===== src/rtl/ysyx_25020037_lsu_pkg.sv =====
// Shared definitions for the load/store unit: bus widths, funct3 size codes,
// and the AXI response code treated as success.
package ysyx_25020037_lsu_pkg;

    localparam int EU_TO_LU_BUS_WD = 64;  // {result[31:0], src2[31:0]}
    localparam int LU_TO_WU_BUS_WD = 32;

    localparam logic [2:0] F3_B  = 3'b000;
    localparam logic [2:0] F3_H  = 3'b001;
    localparam logic [2:0] F3_W  = 3'b010;
    localparam logic [2:0] F3_BU = 3'b100;
    localparam logic [2:0] F3_HU = 3'b101;

    localparam logic [1:0] AXI_RESP_OKAY = 2'b00;

endpackage


===== src/rtl/ysyx_25020037_lsu_if.sv =====
// Bundle of every non-clock signal around the LSU: EXU handshake and bus,
// AXI4-Lite master channels, and WBU handshake.
//   master : LSU view (drives lsu_ready, AXI valids/addr/data, writeback)
//   slave  : environment view (EXU, memory slave, WBU)
interface ysyx_25020037_lsu_if;
    import ysyx_25020037_lsu_pkg::*;

    logic                       exu_valid;
    logic                       lsu_ready;
    logic                       inst_l;
    logic                       inst_s;
    logic [2:0]                 mem_funct3;
    logic [EU_TO_LU_BUS_WD-1:0] eu_to_lu_bus;

    logic [31:0]                araddr;
    logic                       arvalid;
    logic                       arready;
    logic [31:0]                rdata;
    logic [1:0]                 rresp;
    logic                       rvalid;
    logic                       rready;
    logic [31:0]                awaddr;
    logic                       awvalid;
    logic                       awready;
    logic [31:0]                wdata;
    logic [3:0]                 wstrb;
    logic                       wvalid;
    logic                       wready;
    logic [1:0]                 bresp;
    logic                       bvalid;
    logic                       bready;

    logic                       lsu_valid;
    logic                       wbu_ready;
    logic [LU_TO_WU_BUS_WD-1:0] lu_to_wu_bus;
    logic                       lsu_err;

    modport master (
        input  exu_valid, inst_l, inst_s, mem_funct3, eu_to_lu_bus,
        output lsu_ready,
        output araddr, arvalid, input arready,
        input  rdata, rresp, rvalid, output rready,
        output awaddr, awvalid, input awready,
        output wdata, wstrb, wvalid, input wready,
        input  bresp, bvalid, output bready,
        output lsu_valid, lu_to_wu_bus, lsu_err,
        input  wbu_ready
    );

    modport slave (
        output exu_valid, inst_l, inst_s, mem_funct3, eu_to_lu_bus,
        input  lsu_ready,
        input  araddr, arvalid, output arready,
        output rdata, rresp, rvalid, input rready,
        input  awaddr, awvalid, output awready,
        input  wdata, wstrb, wvalid, output wready,
        output bresp, bvalid, input bready,
        input  lsu_valid, lu_to_wu_bus, lsu_err,
        output wbu_ready
    );

endinterface


===== src/rtl/ysyx_25020037_lsu_align.sv =====
// Combinational byte-lane logic for the LSU.
//   funct3, addr_lo : access size/sign and low address bits
//   rdata           : raw 32-bit read beat -> load_data (extracted, extended)
//   src2            : store operand        -> store_data (lane replicated), store_strb
//   misaligned      : half not on 2-byte or word not on 4-byte boundary
module ysyx_25020037_lsu_align
    import ysyx_25020037_lsu_pkg::*;
(
    input  logic [2:0]  funct3,
    input  logic [1:0]  addr_lo,
    input  logic [31:0] rdata,
    input  logic [31:0] src2,
    output logic [31:0] load_data,
    output logic [31:0] store_data,
    output logic [3:0]  store_strb,
    output logic        misaligned
);

    logic [7:0]  byte_sel;
    logic [15:0] half_sel;

    always_comb begin
        byte_sel   = rdata[{addr_lo, 3'b000} +: 8];
        half_sel   = addr_lo[1] ? rdata[31:16] : rdata[15:0];
        load_data  = rdata;
        store_data = src2;
        store_strb = 4'b1111;
        misaligned = 1'b0;
        case (funct3)
            F3_B, F3_BU: begin
                // funct3[2] marks the unsigned variants
                load_data  = {{24{byte_sel[7] & ~funct3[2]}}, byte_sel};
                store_data = {4{src2[7:0]}};
                store_strb = 4'b0001 << addr_lo;
            end
            F3_H, F3_HU: begin
                load_data  = {{16{half_sel[15] & ~funct3[2]}}, half_sel};
                store_data = {2{src2[15:0]}};
                store_strb = 4'b0011 << {addr_lo[1], 1'b0};
                misaligned = addr_lo[0];
            end
            default: begin
                // F3_W and unused codes behave as a full word
                misaligned = (addr_lo != 2'b00);
            end
        endcase
    end

endmodule


===== src/rtl/ysyx_25020037_lsu.sv =====
// Load/store unit: takes one op from the EXU, performs at most one AXI4-Lite
// transaction, and hands the writeback value to the WBU.
//   clk, rst : clock, asynchronous active-high reset
//   bus      : EXU handshake/bus, AXI4-Lite master channels, WBU handshake
//
// state | meaning
// IDLE  | lsu_ready high, waiting for exu_valid
// RD_A  | read address channel valid
// RD_D  | waiting for read data
// WR    | write address and data channels valid, each drops on its own ready
// WR_B  | waiting for write response
// DONE  | lsu_valid high, holding data/err until wbu_ready
module ysyx_25020037_lsu
    import ysyx_25020037_lsu_pkg::*;
(
    input  logic                 clk,
    input  logic                 rst,
    ysyx_25020037_lsu_if.master  bus
);

    localparam logic [2:0] ST_IDLE = 3'd0;
    localparam logic [2:0] ST_RD_A = 3'd1;
    localparam logic [2:0] ST_RD_D = 3'd2;
    localparam logic [2:0] ST_WR   = 3'd3;
    localparam logic [2:0] ST_WR_B = 3'd4;
    localparam logic [2:0] ST_DONE = 3'd5;

    typedef enum logic [2:0] {
        IDLE = ST_IDLE,
        RD_A = ST_RD_A,
        RD_D = ST_RD_D,
        WR   = ST_WR,
        WR_B = ST_WR_B,
        DONE = ST_DONE
    } state_t;

    state_t      state_q, state_d;
    logic [31:0] result_q, result_d;
    logic [31:0] src2_q, src2_d;
    logic [2:0]  funct3_q, funct3_d;
    logic        aw_done_q, aw_done_d;
    logic        w_done_q, w_done_d;
    logic [LU_TO_WU_BUS_WD-1:0] data_q, data_d;
    logic        err_q, err_d;

    logic        capture;
    logic        aw_fin;
    logic        w_fin;
    logic [31:0] load_data;
    logic [31:0] store_data;
    logic [3:0]  store_strb;
    logic        misaligned;

    // The aligner sees the incoming op on the capture cycle so misalignment
    // can be decided before any bus request; afterwards d equals q.
    always_comb begin
        capture  = (state_q == IDLE) && bus.exu_valid;
        result_d = capture ? bus.eu_to_lu_bus[EU_TO_LU_BUS_WD-1 -: 32] : result_q;
        src2_d   = capture ? bus.eu_to_lu_bus[31:0]                    : src2_q;
        funct3_d = capture ? bus.mem_funct3                            : funct3_q;
    end

    ysyx_25020037_lsu_align u_align (
        .funct3     (funct3_d),
        .addr_lo    (result_d[1:0]),
        .rdata      (bus.rdata),
        .src2       (src2_d),
        .load_data  (load_data),
        .store_data (store_data),
        .store_strb (store_strb),
        .misaligned (misaligned)
    );

    always_ff @(posedge clk or posedge rst) begin
        if (rst) begin
            state_q   <= IDLE;
            result_q  <= '0;
            src2_q    <= '0;
            funct3_q  <= '0;
            aw_done_q <= 1'b0;
            w_done_q  <= 1'b0;
            data_q    <= '0;
            err_q     <= 1'b0;
        end else begin
            state_q   <= state_d;
            result_q  <= result_d;
            src2_q    <= src2_d;
            funct3_q  <= funct3_d;
            aw_done_q <= aw_done_d;
            w_done_q  <= w_done_d;
            data_q    <= data_d;
            err_q     <= err_d;
        end
    end

    // A channel counts as finished if it already handshook or does so now,
    // so simultaneous AW/W readiness moves to WR_B without an extra cycle.
    assign aw_fin = aw_done_q | bus.awready;
    assign w_fin  = w_done_q  | bus.wready;

    always_comb begin
        state_d   = state_q;
        aw_done_d = aw_done_q;
        w_done_d  = w_done_q;
        data_d    = data_q;
        err_d     = err_q;
        case (state_q)
            IDLE: begin
                if (bus.exu_valid) begin
                    aw_done_d = 1'b0;
                    w_done_d  = 1'b0;
                    err_d     = 1'b0;
                    data_d    = result_d;
                    if (bus.inst_l || bus.inst_s) begin
                        if (misaligned) begin
                            state_d = DONE;
                            err_d   = 1'b1;
                            data_d  = '0;
                        end else begin
                            state_d = bus.inst_l ? RD_A : WR;
                        end
                    end else begin
                        state_d = DONE;
                    end
                end
            end
            RD_A: begin
                if (bus.arready) state_d = RD_D;
            end
            RD_D: begin
                if (bus.rvalid) begin
                    state_d = DONE;
                    err_d   = (bus.rresp != AXI_RESP_OKAY);
                    data_d  = (bus.rresp != AXI_RESP_OKAY) ? '0 : load_data;
                end
            end
            WR: begin
                aw_done_d = aw_fin;
                w_done_d  = w_fin;
                if (aw_fin && w_fin) state_d = WR_B;
            end
            WR_B: begin
                if (bus.bvalid) begin
                    state_d = DONE;
                    err_d   = (bus.bresp != AXI_RESP_OKAY);
                    data_d  = result_q;
                end
            end
            DONE: begin
                if (bus.wbu_ready) state_d = IDLE;
            end
            default: state_d = IDLE;
        endcase
    end

    always_comb begin
        bus.lsu_ready    = (state_q == IDLE);
        bus.arvalid      = (state_q == RD_A);
        bus.araddr       = (state_q == RD_A) ? {result_q[31:2], 2'b00} : 32'h0;
        bus.rready       = (state_q == RD_D);
        bus.awvalid      = (state_q == WR) && !aw_done_q;
        bus.wvalid       = (state_q == WR) && !w_done_q;
        bus.awaddr       = (state_q == WR) ? {result_q[31:2], 2'b00} : 32'h0;
        bus.wdata        = (state_q == WR) ? store_data : 32'h0;
        bus.wstrb        = (state_q == WR) ? store_strb : 4'h0;
        bus.bready       = (state_q == WR_B);
        bus.lsu_valid    = (state_q == DONE);
        bus.lu_to_wu_bus = data_q;
        bus.lsu_err      = (state_q == DONE) && err_q;
    end

endmodule


===== src/flat_wrapper.sv =====
// flat-port wrapper written by rule: the top's interface ports become plain ports
module ysyx_25020037_lsu_flat import ysyx_25020037_lsu_pkg::*;
  (clk, rst, bus_exu_valid, bus_inst_l, bus_inst_s, bus_mem_funct3, bus_eu_to_lu_bus, bus_lsu_ready, bus_araddr, bus_arvalid, bus_arready, bus_rdata, bus_rresp, bus_rvalid, bus_rready, bus_awaddr, bus_awvalid, bus_awready, bus_wdata, bus_wstrb, bus_wvalid, bus_wready, bus_bresp, bus_bvalid, bus_bready, bus_lsu_valid, bus_lu_to_wu_bus, bus_lsu_err, bus_wbu_ready);
  ysyx_25020037_lsu_if bus_i ();
  input  logic clk;
  input  logic rst;
  input wire logic [$bits(bus_i.exu_valid)-1:0] bus_exu_valid;
  input wire logic [$bits(bus_i.inst_l)-1:0] bus_inst_l;
  input wire logic [$bits(bus_i.inst_s)-1:0] bus_inst_s;
  input wire logic [$bits(bus_i.mem_funct3)-1:0] bus_mem_funct3;
  input wire logic [$bits(bus_i.eu_to_lu_bus)-1:0] bus_eu_to_lu_bus;
  output wire logic [$bits(bus_i.lsu_ready)-1:0] bus_lsu_ready;
  output wire logic [$bits(bus_i.araddr)-1:0] bus_araddr;
  output wire logic [$bits(bus_i.arvalid)-1:0] bus_arvalid;
  input wire logic [$bits(bus_i.arready)-1:0] bus_arready;
  input wire logic [$bits(bus_i.rdata)-1:0] bus_rdata;
  input wire logic [$bits(bus_i.rresp)-1:0] bus_rresp;
  input wire logic [$bits(bus_i.rvalid)-1:0] bus_rvalid;
  output wire logic [$bits(bus_i.rready)-1:0] bus_rready;
  output wire logic [$bits(bus_i.awaddr)-1:0] bus_awaddr;
  output wire logic [$bits(bus_i.awvalid)-1:0] bus_awvalid;
  input wire logic [$bits(bus_i.awready)-1:0] bus_awready;
  output wire logic [$bits(bus_i.wdata)-1:0] bus_wdata;
  output wire logic [$bits(bus_i.wstrb)-1:0] bus_wstrb;
  output wire logic [$bits(bus_i.wvalid)-1:0] bus_wvalid;
  input wire logic [$bits(bus_i.wready)-1:0] bus_wready;
  input wire logic [$bits(bus_i.bresp)-1:0] bus_bresp;
  input wire logic [$bits(bus_i.bvalid)-1:0] bus_bvalid;
  output wire logic [$bits(bus_i.bready)-1:0] bus_bready;
  output wire logic [$bits(bus_i.lsu_valid)-1:0] bus_lsu_valid;
  output wire logic [$bits(bus_i.lu_to_wu_bus)-1:0] bus_lu_to_wu_bus;
  output wire logic [$bits(bus_i.lsu_err)-1:0] bus_lsu_err;
  input wire logic [$bits(bus_i.wbu_ready)-1:0] bus_wbu_ready;
  assign bus_i.exu_valid = bus_exu_valid;
  assign bus_i.inst_l = bus_inst_l;
  assign bus_i.inst_s = bus_inst_s;
  assign bus_i.mem_funct3 = bus_mem_funct3;
  assign bus_i.eu_to_lu_bus = bus_eu_to_lu_bus;
  assign bus_lsu_ready = bus_i.lsu_ready;
  assign bus_araddr = bus_i.araddr;
  assign bus_arvalid = bus_i.arvalid;
  assign bus_i.arready = bus_arready;
  assign bus_i.rdata = bus_rdata;
  assign bus_i.rresp = bus_rresp;
  assign bus_i.rvalid = bus_rvalid;
  assign bus_rready = bus_i.rready;
  assign bus_awaddr = bus_i.awaddr;
  assign bus_awvalid = bus_i.awvalid;
  assign bus_i.awready = bus_awready;
  assign bus_wdata = bus_i.wdata;
  assign bus_wstrb = bus_i.wstrb;
  assign bus_wvalid = bus_i.wvalid;
  assign bus_i.wready = bus_wready;
  assign bus_i.bresp = bus_bresp;
  assign bus_i.bvalid = bus_bvalid;
  assign bus_bready = bus_i.bready;
  assign bus_lsu_valid = bus_i.lsu_valid;
  assign bus_lu_to_wu_bus = bus_i.lu_to_wu_bus;
  assign bus_lsu_err = bus_i.lsu_err;
  assign bus_i.wbu_ready = bus_wbu_ready;
  ysyx_25020037_lsu u_core (.clk(clk), .rst(rst), .bus(bus_i));
endmodule

===== config.mk =====
export PLATFORM = sky130hd
export DESIGN_NAME = ysyx_25020037_lsu_flat
export DESIGN_NICKNAME = d
export VERILOG_FILES = /design/src/rtl/ysyx_25020037_lsu_pkg.sv /design/src/rtl/ysyx_25020037_lsu_if.sv /design/src/rtl/ysyx_25020037_lsu_align.sv /design/src/rtl/ysyx_25020037_lsu.sv /design/src/flat_wrapper.sv
export SDC_FILE = /design/constraint.sdc
export NUM_CORES = 1
export LEC_CHECK = 0
export BUFFER_PORTS_ARGS = -buffer_cell sky130_fd_sc_hd__buf_2
export CAP_MARGIN = 20
export CORE_ASPECT_RATIO = 1.4
export CORE_MARGIN = 10
export CORE_UTILIZATION = 44
export DETAILED_ROUTE_END_ITERATION = 10
export GPL_ROUTABILITY_DRIVEN = 0
export PLACE_DENSITY = 0.89
export SLEW_MARGIN = 20
export SYNTH_ARGS = -nofsm -noshare
export SYNTH_HDL_FRONTEND = slang
export SYNTH_SLANG_ARGS = --single-unit

===== constraint.sdc =====
create_clock -name clk -period 2.9 [get_ports clk]
set_input_delay 0.29 -clock clk [delete_from_list [all_inputs] [get_ports clk]]
set_output_delay 0.29 -clock clk [all_outputs]
set_load 0.005 [all_outputs]

* Word level (Yosys, flattened, before mapping)
Index checks and enable logic that the tools add are counted.
** Operators by class
- Equality and inequality tests :: 14
- Bitwise operators :: 5
- Reductions and logical operators :: 20
- Multiplexer cells :: 38
- Shifts and indexed selects :: 3
** Operators with widths (count)
- $mux W32 :: 11
- $pmux W32 S2 :: 2
- $pmux W32 S3 :: 1
- $shiftx A32 B6 Y8 :: 1
- $mux W3 :: 9
- $pmux W3 S6 :: 1
- $mux W16 :: 1
- $eq A3 B3 Y1 const B :: 4
- $pmux W4 S2 :: 1
- $reduce_bool A2 Y1 :: 4
- $eq A3 B1 Y1 const B :: 2
- $eq A3 B2 Y1 const B :: 2
- $logic_not A3 Y1 :: 2
- $mux W1 :: 6
- $ne A2 B1 Y1 const B :: 3
- $ne A2 B2 Y1 const B :: 3
- $pmux W1 S2 :: 3
- $reduce_and A6 Y1 :: 1
- $logic_and A1 B1 Y1 :: 5
- $mux W4 :: 1
- $reduce_and A4 Y1 :: 1
- $reduce_or A2 Y1 :: 2
- $shl A1 B2 Y4 const A :: 1
- $shl A2 B2 Y4 const A :: 1
- 9 further kinds :: 12
** Storage, ports and cells
- Output and inout bits :: 140
- Logic and storage cells :: 88
- Input bits :: 114
- Flip-flop bits (word level) :: 105

* Logic depth before layout (Yosys ltp)
- Depth after elaboration :: 10
- Mapped depth :: 10

* Modules after synthesis
Synthesis repeated with hierarchy kept, for this count alone.
** Unflattened totals
- Cells, all modules :: 677
- Area total of the unflattened synthesis :: 6796.5 um^2
** Modules (own cells, without submodules)
- ysyx_25020037_lsu :: area an instance 5525.3 um^2, cells each 486, instances 1, seq. area each 2627.5 um^2
- ysyx_25020037_lsu_align :: area an instance 1271.2 um^2, cells each 191, instances 1, seq. area each 0.0 um^2

* Least setup slack after synthesis
No wires, ideal clock.
- Kind :: flip-flop to flip-flop
- Start :: register u_core.state_q[0]
- End :: register u_core.data_q[18] (netlist: u_core.bus.lu_to_wu_bus[18])
- Arrival :: 2.470 ns
- Cell stages (with the launch flop) :: 8
- Path buffers :: 1
- Setup slack :: 0.352 ns
- Clock period less this slack :: 2.548 ns
- Cell sequence :: dfrtp_1 nor4b_2 mux2i_1 nor3_1 o32ai_1 a21oi_2 buf_2 a21oi_1
** Between the ends
- Cells in the longest elaborated chain, start to end :: 10
** Ends and longest elaborated chain
- start: declaration :: line ysyx_25020037_lsu.sv:37 : state_t state_q, state_d;
- start signal: assignment :: line ysyx_25020037_lsu.sv:85 : state_q <= state_d;
- parallel branches: the longest is 10 deep, another holds $mux W32
- end signal: assignment :: line ysyx_25020037_lsu.sv:91 : data_q <= data_d;
- end: declaration :: line ysyx_25020037_lsu.sv:43 : logic [LU_TO_WU_BUS_WD-1:0] data_q, data_d;
Several ways; the timed one is not identified. The select of a mux whose other input is x is not followed.
A chain may end at the register's enable or synchronous reset.

* Worst setup path in the final report
- Start :: register u_core.state_q[0]
- End :: output bus_wdata[13]
** Between the ends
- Cells in the longest elaborated chain, start to end :: 7
** Ends and longest elaborated chain
- $logic_not A3 Y1 :: line ysyx_25020037_lsu.sv:57 : capture = (state_q == IDLE) && bus.exu_valid;
- $logic_and A1 B1 Y1 :: line ysyx_25020037_lsu.sv:57
- $mux W3 :: line ysyx_25020037_lsu.sv:60 : funct3_d = capture ? bus.mem_funct3 : funct3_q;
- $eq A3 B1 Y1 (tied with other cells) :: line ysyx_25020037_lsu_align.sv:29 : case (funct3)
- $reduce_or A2 Y1 :: line ysyx_25020037_lsu_align.sv:29
- $pmux W32 S2 :: line ysyx_25020037_lsu_align.sv:29
- $mux W32 * :: line ysyx_25020037_lsu.sv:164 : bus.wdata = (state_q == WR) ? store_data : 32'h0;
- end: declaration :: line flat_wrapper.sv:23 : output wire logic [$bits(bus_i.wdata)-1:0] bus_wdata;
Mark *: on every way between the ends. The rest lies on a longest branch, timed or not.

==> qor.txt <==
Largest net degree at the start of global routing - 45
Skew final - 0.0165 ns
Num CTS Buffers - 9
Met2 wire length - 12100 um
Worst min path class - primary input to asynchronous set/reset pin
Top Ports - 254
Switching share of total power - 46.2%
CP cell instances - or4b_2, a21oi_4, buf_12, nor2_1, a211oi_1, buf_2
Hold buffers post-CTS - 0
Setup tns final - 0 ns
Number of flops mapped to enable cells by yosys - 0
Leakage - 4.23 nW
H-tree depth - 3
Top cells by area in the synthesized netlist - dfrtp_1 42%, nand2_1 12%, and2_1 6.3%, nor2_1 4.8%, mux2i_1 3.4%
Core Util, Final - 59.2%
Sink Count - 105
Max-cap violations - 0
Die height - 161 um
Dpl ws - 0.0584 ns
WHS - 0.0803 ns
FF-to-FF path depth - 8
CP endpoint kind - output port
Via density - 5.80
P_sw - 4.14 mW
Layout fillers - 1248
Internal power - 4.81 mW
Tcrit/Tclk final - 97.2%
Post-route ant nets - 0
Vias in the first global route - 6898
Max Used Layer - met5
Ys Warns - 0
Dpl hpwl - 18700 um
Core Area - 13900 um^2
Post-DR wirelength/cell - 20.5 um
Dominant cell type by area after synthesis - dfrtp_1
Cell area after placement - 7760 um^2
Share of layout cells above drive strength 1 - 32.4%
Worst Setup EP - bus_wdata[13]
Slowest Stage Delay on Critical Path - 0.83 ns
Primary FF master, synth - dfrtp_1
Cell Area, Synth - 6230 um^2
Post-synth top area share - 42.2%
TritonRoute pass-1 iters - 10
GRT overflow - 0
First-pass GRT wire length - 37400 um
Worst reg2reg path endpoint - u_core.bus.lu_to_wu_bus[3]
Overall Global Routing Usage - 24.1%
Vias - 6991
Worst Path Max Fanout - 16
Fin. Hold Viols - 0
Layout area overhead - 32.3%
Setup crit start - u_core.state_q[0]
Clock-pin slew on the worst setup and hold paths - 0.07 ns
Met1 wire length - 8660 um
Fmax - 0.355 GHz
Max transition margin - 37.2%
Outcome - completed
Storage cell area - 2630 um^2
Inst Count DP - 1173
Startpoint types - flip-flop
Residual DRC - 0
Die ar. - 19400 um^2
Pwr/cell area - 1090 nW/um^2
# rows - 51
PnR worst setup slack - 0.0802 ns
Clock share of power - 13.1%
Initial DRC Count - 734
Finish-stage setup viols - 0
Final wirelength - 24700 um
Syn Area/Cell - 8.11 um^2
Deepest clock path buffer count - 2
VDD IR max - 501 uV
Flops & latches, synth - 105
Reg-to-reg startpoint - u_core.state_q[0]
CTS Root Cell - clkbuf_16
Slew @ Worst Pin - 0.933 ns
Crit path time final - 2.82 ns
Initial Util - 44.8%
Critical path class - flip-flop to output port
Fin area - 8240 um^2
CTS tree - yes
Post-synthesis sequential area ratio - 42.2%
Total power - 8.94 mW
CP arrival - 2.53 ns
Later-pin clock latency in the skew report - 0.35 ns
Sequential Power Share - 30.7%
Worst EP required - 2.61 ns
Antenna violations before repair - 7
Post-layout instance count excluding filler cells - 1206
PortBufs - 249
Max Transition Viols Final - 0
Die Span X - 121 um
Post-synth cell types - 59
RSZ-0062 raised after global routing - no
Slowest CP cell - or4b_2
Fin nets - 1125
Multi-input logic area - 3390 um^2
Synth async-reset ratio - 100%
Metal3 WL - 2870 um
Reg2reg setup slack - 0.12 ns
Gate Count Post-Synth - 768
Combinational power share - 56.2%
==> layout by cell type, fill, tap and decap left out, types with 4 or more instances in the layout <==
cell type	n
nor3_1	16
and2_1	63
nor2_1	78
inv_1	15
a21oi_1	34
a211oi_1	16
a31oi_1	5
nand2_1	192
buf_12	6
a221oi_1	8
and4_1	7
o21bai_1	7
conb_1	4
a222oi_1	14
nor2b_1	8
clkbuf_16	9
nand2b_1	6
o31ai_1	5
a311oi_1	24
buf_2	249
dfrtp_1	104
diode_2	5
nand3_1	7
a22oi_1	9
mux2i_1	16
buf_4	31
o21ai_0	10
==> Yosys cell counts, types with 2 or more instances <==
master / count
o31ai_1: 5
o21bai_1: 7
nor4bb_1: 2
a222oi_1: 14
buf_2: 6
inv_1: 16
buf_6: 2
mux2i_1: 21
or3_1: 3
clkbuf_1: 45
o22ai_1: 3
a311oi_1: 24
nor4_1: 3
mux2_2: 2
dfrtp_1: 105
nand3b_1: 2
a22oi_1: 9
and4_1: 7
o2111ai_1: 2
o22a_1: 2
a221oi_1: 8
nor2_1: 79
a21oi_2: 2
a21o_1: 2
or4_1: 2
a31oi_1: 5
buf_1: 4
and2_1: 63
a211oi_1: 18
o21ai_0: 10
a221o_1: 3
buf_4: 4
nand2_1: 192
a2111oi_0: 2
a21oi_1: 34
nand3_1: 7
nor3_1: 18
nand2b_1: 6
and3_1: 2
nor2b_1: 8
==> worst max-delay path: cells and delay by family (launching register included) <==
family,cells,cell delay [ns]
AOI/OAI and AO/OA,2,0.50
buffers and inverters,2,0.33
DFF,1,0.46
and+or+nand+nor,2,0.88
==> final cells by class <==
class / instances / share of cell area [%]
multi-input combinational: 589 / 41.1
sequential: 105 / 31.9
timing repair buffer: 289 / 19.8
tap: 185 / 2.81
clock buffer: 10 / 2.78
inverter: 17 / 0.820
clock inverter: 6 / 0.607
antenna: 5 / 0.152
==> state kept, by name (all words and copies together) (netlist names) <==
| register | cells |
|---|---|
| u_core.bus.lu_to_wu_bus | 32 |
| u_core.state_q | 3 |
| u_core.err_q | 1 |
| u_core.result_q | 32 |
| u_core.funct3_q | 3 |
| u_core.w_done_q | 1 |
| u_core.aw_done_q | 1 |
| u_core.src2_q | 32 |
==> worst min path at each step <==
stage / slack [ns] / to / startpoint
finish: 0.08 / u_core.result_q[29] / rst
global route: 0.13 / u_core.result_q[29] / rst
CTS: 0.1 / u_core.result_q[18] / rst
detailed placement: 0.46 / u_core.src2_q[16] / u_core.src2_q[16]
global placement: 0.45 / u_core.src2_q[25] / u_core.src2_q[25]
floorplan: 0.41 / u_core.src2_q[31] / bus_eu_to_lu_bus[31]
==> layer usage <==
layer / GRT usage (%) / up-vias
met3: 8.46 / 79
met1: 26.3 / 3256
met5: 0 / -
li1: - / 3185
met2: 40.8 / 467
met4: 10.8 / 4
==> repair_timing <==
action,CTS,global route
resized for setup,3,13
pin swaps,2,3
gates cloned,0,1
hold endpoints to repair,0,0
setup endpoints to repair,14,26
setup buffers,3,8
==> cell families after synthesis <==
family	Yosys count	synth area share, %
compound gates	159	18.8
other cells	1	0.0602
flops	105	42.2
buf+inv	78	5.30
simple gates	402	29.9
mux	23	3.74
==> power groups by stage <==
stage / Clock [mW] / Sequential [mW] / Combinational, mW
final: 1.17 / 2.74 / 5.03
after global routing: 1.25 / 2.81 / 5.52
after CTS: 1.19 / 2.70 / 4.80
after detailed placement: 0 / 2.72 / 4.73
after global placement: 0 / 2.69 / 4.62
after floorplan: 0 / 2.57 / 3.08
No activity file was read; power rests on OpenSTA's default activity.
